### src/rtl/adc_responder.sv
// rtl/adc_responder.sv - behavioural parallel-ADC responder (convStart/busy/rd_cs/adcVoltage)
// Optional feature: define RAMP_GEN_EN to convert an internal ramp instead of sampleIn.
module adc_responder #(
  parameter int DATA_WIDTH  = 8,
  parameter int CONV_CYCLES = 8
`ifdef RAMP_GEN_EN
  , parameter int RAMP_STEP = 1
`endif
) (
  input  logic                  clk,
  input  logic                  reset,
  input  logic                  convStart,
  input  logic                  rd_cs,
  input  logic [DATA_WIDTH-1:0] sampleIn,
  output logic                  busy,
  output logic [DATA_WIDTH-1:0] adcVoltage,
  output logic                  convOverrun
);

  typedef enum logic {IDLE, CONV} stateType;

  localparam logic [7:0] CONV_LOAD = 8'(CONV_CYCLES - 1);

  stateType              state, stateNext;
  logic [7:0]            counter, counterNext;
  logic                  busyNext;
  logic                  convStartPrev;
  logic                  startEdge;
  logic                  startConv;
  logic                  convDone;
  logic                  overrunSet;
  logic [DATA_WIDTH-1:0] holdReg;
  logic [DATA_WIDTH-1:0] resultReg;
  logic [DATA_WIDTH-1:0] captureValue;

  assign startEdge = convStartPrev & ~convStart;

`ifdef RAMP_GEN_EN
  logic [DATA_WIDTH-1:0] ramp;
  logic                  unusedSample;

  assign unusedSample = ^sampleIn;
  assign captureValue = ramp;

  always_ff @(posedge clk) begin
    if (reset) begin
      ramp <= '0;
    end else if (convDone) begin
      ramp <= ramp + DATA_WIDTH'(RAMP_STEP);
    end
  end
`else
  assign captureValue = sampleIn;
`endif

  always_comb begin
    stateNext   = state;
    counterNext = counter;
    busyNext    = busy;
    startConv   = 1'b0;
    convDone    = 1'b0;
    overrunSet  = 1'b0;
    case (state)
      IDLE: begin
        if (startEdge) begin
          startConv   = 1'b1;
          counterNext = CONV_LOAD;
          busyNext    = 1'b1;
          stateNext   = CONV;
        end
      end
      CONV: begin
        // A request in the completion cycle is still an overrun: we are in CONV.
        overrunSet = startEdge;
        if (counter == 8'd0) begin
          convDone  = 1'b1;
          busyNext  = 1'b0;
          stateNext = IDLE;
        end else begin
          counterNext = counter - 8'd1;
        end
      end
      default: stateNext = IDLE;
    endcase
  end

  always_ff @(posedge clk) begin
    if (reset) begin
      state       <= IDLE;
      counter     <= 8'd0;
      busy        <= 1'b0;
      holdReg     <= '0;
      resultReg   <= '0;
      adcVoltage  <= '0;
      convOverrun <= 1'b0;
      // Track the pin through reset so a line held low across release is not an edge.
      convStartPrev <= convStart;
    end else begin
      state         <= stateNext;
      counter       <= counterNext;
      busy          <= busyNext;
      convStartPrev <= convStart;
      if (startConv) holdReg <= captureValue;
      if (convDone) resultReg <= holdReg;
      if (overrunSet) convOverrun <= 1'b1;
      adcVoltage <= rd_cs ? '0 : resultReg;
    end
  end

endmodule

### config.mk
export PLATFORM = sky130hd
export DESIGN_NAME = adc_responder
export DESIGN_NICKNAME = d
export VERILOG_FILES = /design/src/rtl/adc_responder.sv
export SDC_FILE = /design/constraint.sdc
export NUM_CORES = 1
export LEC_CHECK = 0
export ABC_AREA = 0
export CORE_ASPECT_RATIO = 0.7
export CORE_UTILIZATION = 30
export CTS_CLUSTER_SIZE = 24
export DETAILED_ROUTE_END_ITERATION = 16
export HOLD_SLACK_MARGIN = 0.08
export PLACE_DENSITY = 0.54
export SETUP_SLACK_MARGIN = 0.5
export SLEW_MARGIN = 10
export SYNTH_ARGS = -nofsm -noshare
export SYNTH_HDL_FRONTEND = slang
export SYNTH_SLANG_ARGS = --single-unit
### constraint.sdc
create_clock -name clk -period 2.2 [get_ports clk]
set_input_delay 0.44 -clock clk [delete_from_list [all_inputs] [get_ports clk]]
set_output_delay 0.44 -clock clk [all_outputs]
set_load 0.005 [all_outputs]
==> run_results.csv <==
group,metric,value,unit
synthesis,yosysMostFrequentCell,"dfxtp_1",
synthesis,synthSimpleGateAreaFrac,24.2,%
status,status,"finished, violations left",
timing,slew_violations,0,
grt,grt_max_degree,15,
pwr,vdd_ir_drop_max,0.341,mV
synthesis,synth_edf_count,0,
synthesis,synth_top_family_by_area,"simple AND/OR/NAND/NOR gates",
setup_path,path_max_fanout,3,
detailed_routing,ant_nets,0,
timing,hold_viol_final,0,
grt,grtUsageMet1,17.7,%
detailed_routing,drc,2,
floorplanning,ios,22,
detailed_routing,drtIter0Drc,44,
status,violations,"DRC",
timing,rsz0062_at_grt,"yes",
setup_path,path_class,"register to register",
synthesis,synth_compound_area_share,18.4,%
pwr,powerDensity,755,nW/µm²
hold_path,min_path_cells,1,
synthesis,synthXorXnorAreaFrac,0,%
floorplanning,start_util,32.0,%
grt,grtUsageMet3,5.29,%
floorplanning,die_h,59.5,µm
synthesis,ys.flop_type,"dfxtp_1",
hold_path,hp-class,"register to register",
setup_path,crit_path_end_kind,"register",
final_layout,diodes,0,
detailed_routing,vias,1153,
final_layout,final_layout_size_suffix_gt1_share,15.4,%
timing,fin_hold_ws,0.449,ns
setup_path,rr_worst_depth,3,
placement,place_hpwl,2160,µm
grt,grt_use_total,13.6,%
synthesis,netlist_top_cells_area,"dfxtp_1, a21oi_1, nand2_1",
clock_network,cts_tree,"yes",
synthesis,synth_area_leader_cell,"dfxtp_1",
detailed_routing,viasPerCell,4.86,
clock_network,clk_pin_slew,0.07,ns
floorplanning,fp.dieW,84.2,µm
synthesis,synthMuxAreaShare,0.794,%
detailed_routing,wire_per_inst,12.9,µm
synthesis,ys_seq_area_share,50.8,%
job,max_cap_violations,0,
timing,final.min_clock_period,1.69,ns
synthesis,synthAdderAreaFrac,0.883,%
timing,finalSetupTns,0,ns
floorplanning,dieArea,5010,µm²
synthesis,yosys_warnings,0,
detailed_routing,drt_wl_total,3060,µm
timing,finalClockSkew,0.00415,ns
grt,antenna_found_initial,0,
timing,setup_viol,0,
timing,relSlewSlack,64.7,%
floorplanning,rows,20,
timing,tightest_slew,0.525,ns
detailed_routing,drt_pass1_iterations,10,
setup_path,cp.arrival,1.86,ns
clock_network,cts_buffers,5,
grt,grt_pass1_wl,5080,µm
clock_network,clock_path_buffers,2,
timing,timing.fmax,591,MHz
synthesis,synth_top_area_share,50.8,%
timing,fin_crit_sh,76.9,%
final_layout,area_delta_synth_final,29.4,%
timing,fin_ws,0.509,ns
setup_path,required,2.37,ns
placement,place_ws,0.264,ns
synthesis,async_reset_ff_share,0,%
floorplanning,core,4430,µm²
grt,grt_use_met2,20.5,%
synthesis,syn_area_per_cell,9.15,µm²
clock_network,cts.sinks,36,
clock_network,clockRootBuffer,"clkbuf_8",
grt,busiest_layer,"met2",
synthesis,synthCells,155,
setup_path,startpoint_type,"register",
synthesis,syn_nets,168,
pwr,leakagePower,0.651,nW
grt,grt_pass1_vias,1078,
synthesis,yosysUniqueCellTypes,36,
clock_network,htreeDepth,2,
placement,port_buffers,21,
clock_network,insertion_delay,0.28,ns
placement,gp_congestion,0.781,
synthesis,ys_top_cells_by_count,"dfxtp_1, a21oi_1, nand2_1, nand3_1, o21ai_0",
grt,grt_overflow_total,0,
synthesis,ys_ff_latch,36,
final_layout,final_net_count,195,
synthesis,synthesis.area,1420,µm²
==> final timing paths <==
| path | slack [ns] | endpoint | startpoint |
|---|---|---|---|
| max | 0.51 | counter[5]$_SDFFE_PP0P_ | counter[1]$_SDFFE_PP0P_ |
| min reg2reg | 0.45 | adcVoltage[4]$_SDFF_PP0_ | resultReg[4]$_SDFFE_PP0P_ |
| min | 0.45 | adcVoltage[4]$_SDFF_PP0_ | resultReg[4]$_SDFFE_PP0P_ |
| max reg2reg | 0.51 | counter[5]$_SDFFE_PP0P_ | counter[1]$_SDFFE_PP0P_ |
==> cells in the final DEF (no fill, tap or decap), types with 2 or more instances in the layout <==
| cell type | count |
|---|---|
| a211oi_1 | 2 |
| a21oi_1 | 21 |
| and2_1 | 8 |
| buf_4 | 9 |
| clkbuf_8 | 7 |
| clkdlybuf4s50_1 | 21 |
| dfxtp_1 | 33 |
| dfxtp_2 | 3 |
| inv_1 | 2 |
| nand2_1 | 18 |
| nand3_1 | 13 |
| nand4bb_1 | 2 |
| nor2_1 | 7 |
| nor3b_1 | 3 |
| o21ai_0 | 9 |
| or3_1 | 2 |
==> registers in the layout (all words and copies together), names as in the netlist <==
register,cells
adcVoltage,8
counter,8
holdReg,8
resultReg,8
busy,1
convOverrun,1
convStartPrev,1
state,1
==> critical path, cell delays in order, from the launching register on <==
cell	delay, ns
dfxtp_2	0.33
or4_4	0.56
a2111oi_4	0.36
mux2_4	0.33
==> stage by stage <==
step	instances	utilization [%]	power (W)	area [µm²]
floorplan	155	-	0.000813	1420
finish	237	41.4	0.00138	1830
global placement	229	38.3	0.000878	1700
detailed placement	229	38.3	0.000882	1700
global route	237	41.4	0.00146	1830
CTS	237	41.3	0.00140	1830
==> layout make-up <==
type	count	area, µm²
timing repair buffer	30	278
multi-input combinational	106	656
tap	55	68.8
clock buffer	7	96.3
inverter	3	11.3
fill	443	2590
sequential	36	724
==> routing by layer <==
| metal | vias up | routed length (µm) |
|---|---|---|
| li1 | 597 | - |
| met1 | 529 | 1590 |
| met2 | 25 | 1320 |
| met3 | 2 | 142 |
| met4 | 0 | 10 |
| met5 | - | 0 |
==> report_power, final <==
group | leakage [nW] | internal [W] | switching [W]
clock | 0.0503 | 0.000279 | 0.000213
combinational | 0.308 | 0.0000985 | 0.0000945
sequential | 0.293 | 0.000676 | 0.0000233
==> cells by family (layout without fill, tap and decap cells) <==
family	Yosys count	after routing
buffers and inverters	13	40
multiplexers	1	1
adder cells (fa/ha/maj)	1	1
flip-flops	36	36
AND/OR/NAND/NOR	61	61
AO/OA/AOI/OAI	43	43
==> repair_timing <==
item	4_1_cts	5_1_grt
hold buffers	0	0
resized for setup	7	1
pin swaps	1	1
setup endpoints to repair	1	1
setup buffers	1	0
(Power assumes the default switching activity.)
